==> src/rtl/morse_player.sv <==
// Plays one five-symbol Morse letter (2 bits per symbol, oldest in [9:8]) as
// timed tone pulses with unit-based mark, space and letter-gap durations.
module morse_player #(
  parameter int UNIT_TICKS = 2_500_000
) (
  input  logic       clk,
  input  logic       rst,
  input  logic [9:0] letra,
  input  logic       start,
  output logic       ready,
  output logic       tone,
  output logic       dot_led,
  output logic       dash_led,
  output logic       done
);

  localparam int DW = $clog2(3 * UNIT_TICKS + 1);
  localparam logic [DW-1:0] L_UNIT = DW'(UNIT_TICKS);
  localparam logic [DW-1:0] L_GAP  = DW'(2 * UNIT_TICKS);
  localparam logic [DW-1:0] L_DASH = DW'(3 * UNIT_TICKS);

  typedef enum logic [2:0] {
    S_IDLE, S_FETCH, S_MARK, S_SPACE, S_LGAP, S_DONE
  } state_t;

  state_t        r_state, w_state_nxt;
  logic [DW-1:0] r_dur,   w_dur_nxt;
  logic [2:0]    r_idx,   w_idx_nxt;
  logic [9:0]    r_sr,    w_sr_nxt;
  logic          r_played, w_played_nxt;
  logic          r_dash,   w_dash_nxt;

  always_comb begin
    w_state_nxt  = r_state;
    w_dur_nxt    = r_dur;
    w_idx_nxt    = r_idx;
    w_sr_nxt     = r_sr;
    w_played_nxt = r_played;
    w_dash_nxt   = r_dash;
    unique case (r_state)
      S_IDLE: begin
        if (start) begin
          w_sr_nxt     = letra;
          w_played_nxt = 1'b0;
          w_idx_nxt    = 3'd4;
          w_state_nxt  = S_FETCH;
        end
      end
      S_FETCH: begin
        if (r_sr[9]) begin
          w_played_nxt = 1'b1;
          w_dash_nxt   = r_sr[8];
          w_dur_nxt    = r_sr[8] ? L_DASH : L_UNIT;
          w_state_nxt  = S_MARK;
        end else begin
          // Empty/reserved symbols cost one cycle and add no gap.
          w_sr_nxt = {r_sr[7:0], 2'b00};
          if (r_idx == 3'd0) begin
            w_state_nxt = r_played ? S_LGAP : S_DONE;
            w_dur_nxt   = r_played ? L_GAP : '0;
          end else begin
            w_idx_nxt = r_idx - 3'd1;
          end
        end
      end
      S_MARK: begin
        if (r_dur <= DW'(1)) begin
          w_dur_nxt   = L_UNIT;
          w_state_nxt = S_SPACE;
        end else begin
          w_dur_nxt = r_dur - DW'(1);
        end
      end
      S_SPACE: begin
        if (r_dur <= DW'(1)) begin
          if (r_idx == 3'd0) begin
            w_dur_nxt   = L_GAP;
            w_state_nxt = S_LGAP;
          end else begin
            w_sr_nxt    = {r_sr[7:0], 2'b00};
            w_idx_nxt   = r_idx - 3'd1;
            w_dur_nxt   = '0;
            w_state_nxt = S_FETCH;
          end
        end else begin
          w_dur_nxt = r_dur - DW'(1);
        end
      end
      S_LGAP: begin
        // Final SPACE plus these two units form the three-unit letter gap.
        if (r_dur <= DW'(1)) begin
          w_dur_nxt   = '0;
          w_state_nxt = S_DONE;
        end else begin
          w_dur_nxt = r_dur - DW'(1);
        end
      end
      S_DONE:  w_state_nxt = S_IDLE;
      default: w_state_nxt = S_IDLE;
    endcase
  end

  // Outputs are decoded from the next state so they are glitch-free flops
  // that switch on the same edge as the state they describe.
  always_ff @(posedge clk) begin
    if (rst) begin
      r_state  <= S_IDLE;
      r_dur    <= '0;
      r_idx    <= '0;
      r_sr     <= '0;
      r_played <= 1'b0;
      r_dash   <= 1'b0;
      ready    <= 1'b1;
      tone     <= 1'b0;
      dot_led  <= 1'b0;
      dash_led <= 1'b0;
      done     <= 1'b0;
    end else begin
      r_state  <= w_state_nxt;
      r_dur    <= w_dur_nxt;
      r_idx    <= w_idx_nxt;
      r_sr     <= w_sr_nxt;
      r_played <= w_played_nxt;
      r_dash   <= w_dash_nxt;
      ready    <= (w_state_nxt == S_IDLE);
      tone     <= (w_state_nxt == S_MARK);
      dot_led  <= (w_state_nxt == S_MARK) && !w_dash_nxt;
      dash_led <= (w_state_nxt == S_MARK) && w_dash_nxt;
      done     <= (w_state_nxt == S_DONE);
    end
  end

endmodule

==> config.mk <==
export PLATFORM = sky130hd
export DESIGN_NAME = morse_player
export DESIGN_NICKNAME = d
export VERILOG_FILES = /design/src/rtl/morse_player.sv
export SDC_FILE = /design/constraint.sdc
export NUM_CORES = 1
export LEC_CHECK = 0
export BUFFER_PORTS_ARGS = -buffer_cell sky130_fd_sc_hd__buf_2
export CORE_MARGIN = 2
export CORE_UTILIZATION = 37
export DETAILED_ROUTE_END_ITERATION = 7
export PLACE_DENSITY = 0.61
export RECOVER_POWER = 25
export SLEW_MARGIN = 5
export SYNTH_ARGS = -nofsm -noshare
export SYNTH_HDL_FRONTEND = slang
export SYNTH_SLANG_ARGS = --single-unit
==> constraint.sdc <==
create_clock -name clk -period 3.05 [get_ports clk]
set_input_delay 0.305 -clock clk [delete_from_list [all_inputs] [get_ports clk]]
set_output_delay 0.305 -clock clk [all_outputs]
set_load 0.01 [all_outputs]
After elaboration in Yosys (flattened, before gate mapping)
Cells that the tools add are included.
Widths: inputs -> output; s select.
{"block": "classes", "addsub": 2, "mul": 0, "mux": 33, "n_lt_le_gt_ge": 1, "bitwise": 0, "div_mod_pow": 0, "n_reduce_logical": 14, "shift": 0, "eq_ne": 12}
{"cell": "$mux 23", "n": 8}
{"cell": "$pmux 23 s4", "n": 1}
{"cell": "$mux 10", "n": 4}
{"cell": "$mux 3", "n": 11}
{"cell": "$pmux 10 s3", "n": 1}
{"cell": "$le 23x1->1 const B", "n": 1}
{"cell": "$sub 23x1->23 const B", "n": 1}
{"cell": "$pmux 3 s5", "n": 1}
{"cell": "$ne 2x2->1 const B", "n": 5}
{"cell": "$eq 3x2->1 const B", "n": 3}
{"cell": "$logic_not 3->1", "n": 3}
{"cell": "$pmux 3 s3", "n": 1}
{"cell": "$reduce_and 4->1", "n": 2}
{"cell": "$eq 3x3->1 const B", "n": 2}
{"cell": "$mux 1", "n": 5}
{"cell": "$reduce_and 5->1", "n": 1}
{"cell": "$reduce_bool 4->1", "n": 1}
{"cell": "$eq 3x1->1 const B", "n": 1}
{"cell": "$ne 3x3->1 const B", "n": 1}
{"cell": "$reduce_and 3->1", "n": 1}
{"cell": "$reduce_bool 3->1", "n": 1}
{"cell": "$sub 3x1->3 const B", "n": 1}
{"cell": "$logic_and 1x1->1", "n": 2}
{"cell": "$pmux 1 s2", "n": 1}
{"cell": "3 further kinds", "n": 3}
{"block": "word_totals", "latch_bits": 0, "mem_bits_rw": 0, "rom_bits": 0, "out_inout_bits": 5, "word_cells": 74, "ff_bits": 46, "input_bits": 13, "n_memories": 0}

Longest topological paths before layout
{"block": "depth", "ltp_word": 6, "depth_mapped": 9, "ltp_nobuf": 7}

Worst setup path after synthesis
OpenSTA, ideal clock, no wires.
{"block": "synth_path", "kind": "register to register", "startpoint": "register r_dur[4]", "endpoint": "register dot_led", "period_less_slack_ps": 2523, "slack_ps": 527, "n_path_buf": 1, "required_time_ps": 2934, "t_arrival_ps": 2408, "setup_time_ps": 116, "path_stages_with_launch": 7, "path_cell_list": "dfxtp_1 > or4_4 > or4_1 > buf_2 > o31a_1 > a2111oi_4 > and3b_1"}
{"block": "synth_via", "elab_chain_len": 5, "word_cells_on_any_way": 7, "classes_between": "order compare: 1; eq/ne: 1; mux: 4; reduce/logical: 1"}
{"item": "from (decl)", "line": "27", "text": "logic [DW-1:0] r_dur, w_dur_nxt;"}
{"item": "from (signal assigned)", "line": "120", "text": "r_dur <= w_dur_nxt;"}
{"item": "$le 23x1->1 *", "line": "67, 75, 91"}
{"item": "$mux 3 (on tied branches)", "line": "91, 67, 75"}
{"item": "$pmux 3 s5 *", "line": "40", "text": "unique case (r_state)"}
{"item": "$eq 3x2->1 *", "line": "127", "text": "dot_led <= (w_state_nxt == S_MARK) && !w_dash_nxt;"}
{"item": "$logic_and 1x1->1 *", "line": "127"}
{"item": "to (signal assigned)", "line": "127"}
{"item": "to (decl)", "line": "12", "text": "output logic dot_led,"}
Every way passes the cells marked *; elsewhere a longest branch is shown, timed or not.
A chain may end at the register's enable or synchronous reset.

Worst setup path after layout
{"block": "layout_path", "startpoint": "register r_dur[18]", "endpoint": "register r_dur[11]"}
{"block": "layout_via", "elab_chain_len": 3, "word_cells_on_any_way": 5, "classes_between": "order compare: 1; mux: 4"}
{"item": "$le 23x1->1 *", "line": "67, 75, 91"}
{"item": "$mux 23 (on tied branches)", "line": "91, 67, 75"}
{"item": "$pmux 23 s4 *", "line": "40"}
Marks and branches as above.

==> reports/metrics.cfg <==
[flow_run]
maxCapViolations=0

[critical_path]
cp-end-kind=flop
startpoint_type=flop
path_class=flop to flop
r2r_start=r_dur[18]
critPathArrivalTime_ns=2.92
worstPathMaxFanout=8
regToRegSetupSlack_ns=0.32
required_ns=3.24
r2r_end=r_dur[11]
r2r_cells=7

[cts]
cts_tree=done
cts_setup_buffers=0
clock_latency_ns=0.31
path_clk_slew_ns=0.10
cts_max_level=2
numCtsBuffers=5
clockRootBuffer=clkbuf_8
clockBufferDepth=2
cts_hold_buf=0
cts_resized=0
cts.sinks=46

[global_route]
overflow=0
grt_pass1_vias=2355
grt_max_degree=27
antenna_found_initial=0
track_usage=0.194
grt_pass1_wl_um=12100

[drt]
drt-initial-drc-count=344
finalWirelength_um=7480
num_vias=2725
drc=0
drt_first_pass_iters=6
wl_per_cell_um=16.4
routed_via_density=5.99
ant_nets=0

[final_layout]
antenna_cells=0
syn2layout_area_growth_pct=12.9
nets=372
fin_util=0.427
drive_gt1_frac=0.132

[logic_synthesis]
yosysSeqAreaShare=0.340
synth-edff-count=0
yosysTopAreaCell=dfxtp_1
syn-instance-count=335
synth.cell_area_um2=2710
synth.avg_cell_area_um2=8.09
ys.flop_type=dfxtp_1
ys_top_cells_by_area=dfxtp_1 34%, a21oi_1 5.2%, nor2_1 3.2%
synth_nets=352
synth_top_area_frac=0.340
ys_ff_latch=46
synth-warning-count=0
synthArstFlopShare=0
netlist-cell-type-count=59

[die]
start_util=0.378
die_y_um=89.6
rows=31
fp.dieArea_um2=8030
ios=18
die_w_um=89.6
core_um2=7180

[sta]
fmax_ghz=0.366
period_minus_slack_ns=2.73
slew_viol_final=0
finalSetupViolCount=0
rsz0062_at_grt=false
finalClockSkew_ns=0.0131
slew_headroom=0.212
fin_crit_sh=0.895
tns_ns=0
worstMarginPinSlew_ns=1.17
finalHoldViolations=0

[min_path]
hold_path_end=r_sr[1]
hold_depth=3
min_from=letra[1]
hold_path_class=input pin to flop

[place]
port_buffers=17
dp_hpwl_um=5260
globalplace.congestion=0.918

[run_status]
status=complete, no violations

cell type report:
type	count	area [um2]
fillers	749	4120
multi-input cells	248	1630
flip-flops and latches	46	921
repair buffers	37	230
well taps	99	124
clock buffers	6	82.6
inverters	17	63.8
clock inverters	2	12.5
per-layer routing:
| metal | vias to the layer above | track usage | wire length [um] |
|---|---|---|---|
| li1 | 1318 | - | - |
| met1 | 1294 | 0.285 | 3640 |
| met2 | 93 | 0.285 | 3290 |
| met3 | 20 | 0.0329 | 343 |
| met4 | 0 | 0.0651 | 201 |
| met5 | - | 0 | 0 |
metrics by stage:
stage               cell area (um2)  hold slack [ns]  std cells  setup slack [ns]
global placement               2990            0.450        447             0.518
global route                   3060            0.269        455             0.175
detailed placement             2990            0.459        447             0.501
finish                         3060            0.269        455             0.321
floorplan                      2710            0.405        335             0.527
CTS                            3080            0.268        455             0.457
synth_stat cells, types with 2 or more instances:
cell type and n:
a31o_2 3, a21oi_1 28, o21ai_0 8, nor2_1 23, a21o_1 9, nand2b_1 5
inv_1 17, o31ai_1 5, nand3b_1 3, a211oi_1 11, a22oi_1 7, nand3_1 11
or3_1 8, nor4_2 2, o211ai_1 4, nand4_1 5, and2_1 3, a311oi_1 5
xnor2_1 2, nor3b_1 3, clkbuf_1 20, o21ai_1 2, o311ai_0 2, nor4_1 7
o211a_1 2, o21a_1 3, nor2b_1 5, dfxtp_1 46, nand2_1 19, o41ai_1 2
a211o_1 2, ha_1 4, o31a_1 2, mux2i_1 3, buf_2 4, or4_1 4
o32ai_1 6, a31oi_1 7, nor3_1 13
cell usage in the layout (no fill, tap or decap), types with 4 or more instances in the layout:
cell type,instances
a21oi_1,28
a311oi_1,5
ha_1,4
or3_1,8
o211ai_1,4
o21ai_0,9
a22oi_1,7
inv_1,17
o31ai_1,5
nor2_1,23
clkbuf_8,6
nand4_1,5
a211oi_1,11
nor4_1,7
buf_2,12
a21o_1,9
nor2b_1,5
nand3_1,11
o32ai_1,6
a31oi_1,7
buf_4,16
nor3_1,13
nand2_1,19
dfxtp_1,46
nand2b_1,5
or4_1,5
clkbuf_1,8
sequential cells by signal (all words and copies together), names as in the netlist, 3 cells and up:
| signal | flops |
|---|---|
| r_dur | 23 |
| r_sr | 10 |
| r_idx | 3 |
| r_state | 3 |
cell families (layout without fill, tap and decap cells):
logic type	Yosys count	count (layout)	synth area share
AOI/OAI and AO/OA	121	121	0.324
and+or+nand+nor	117	117	0.239
DFF	46	46	0.340
buffers and inverters	41	62	0.0586
adders and majority gates	4	4	0.0185
xor gates and xnor gates	3	3	0.00970
muxes	3	3	0.0111
how the worst max path moves through the flow:
stage,start,endpoint,cells after the start
CTS,r_dur[18],r_dur[11],7
global route,r_dur[18],r_dur[11],7
detailed placement,r_dur[18],r_dur[11],7
floorplan,r_dur[4],dot_led,6
finish,r_dur[18],r_dur[11],7
global placement,r_dur[18],r_dur[11],7
worst max-delay path: stages, from the launching register on:
cell,delay (ns)
dfxtp_1,0.37
or4_1,0.55
clkbuf_1,0.19
nor4_4,0.54
a21oi_1,0.30
buf_4,0.24
a211oi_1,0.27
o32ai_1,0.14
Power is left out: the tool's default activity adds up to more than one toggle a clock period on the data nets, which glitch-free logic cannot reach.
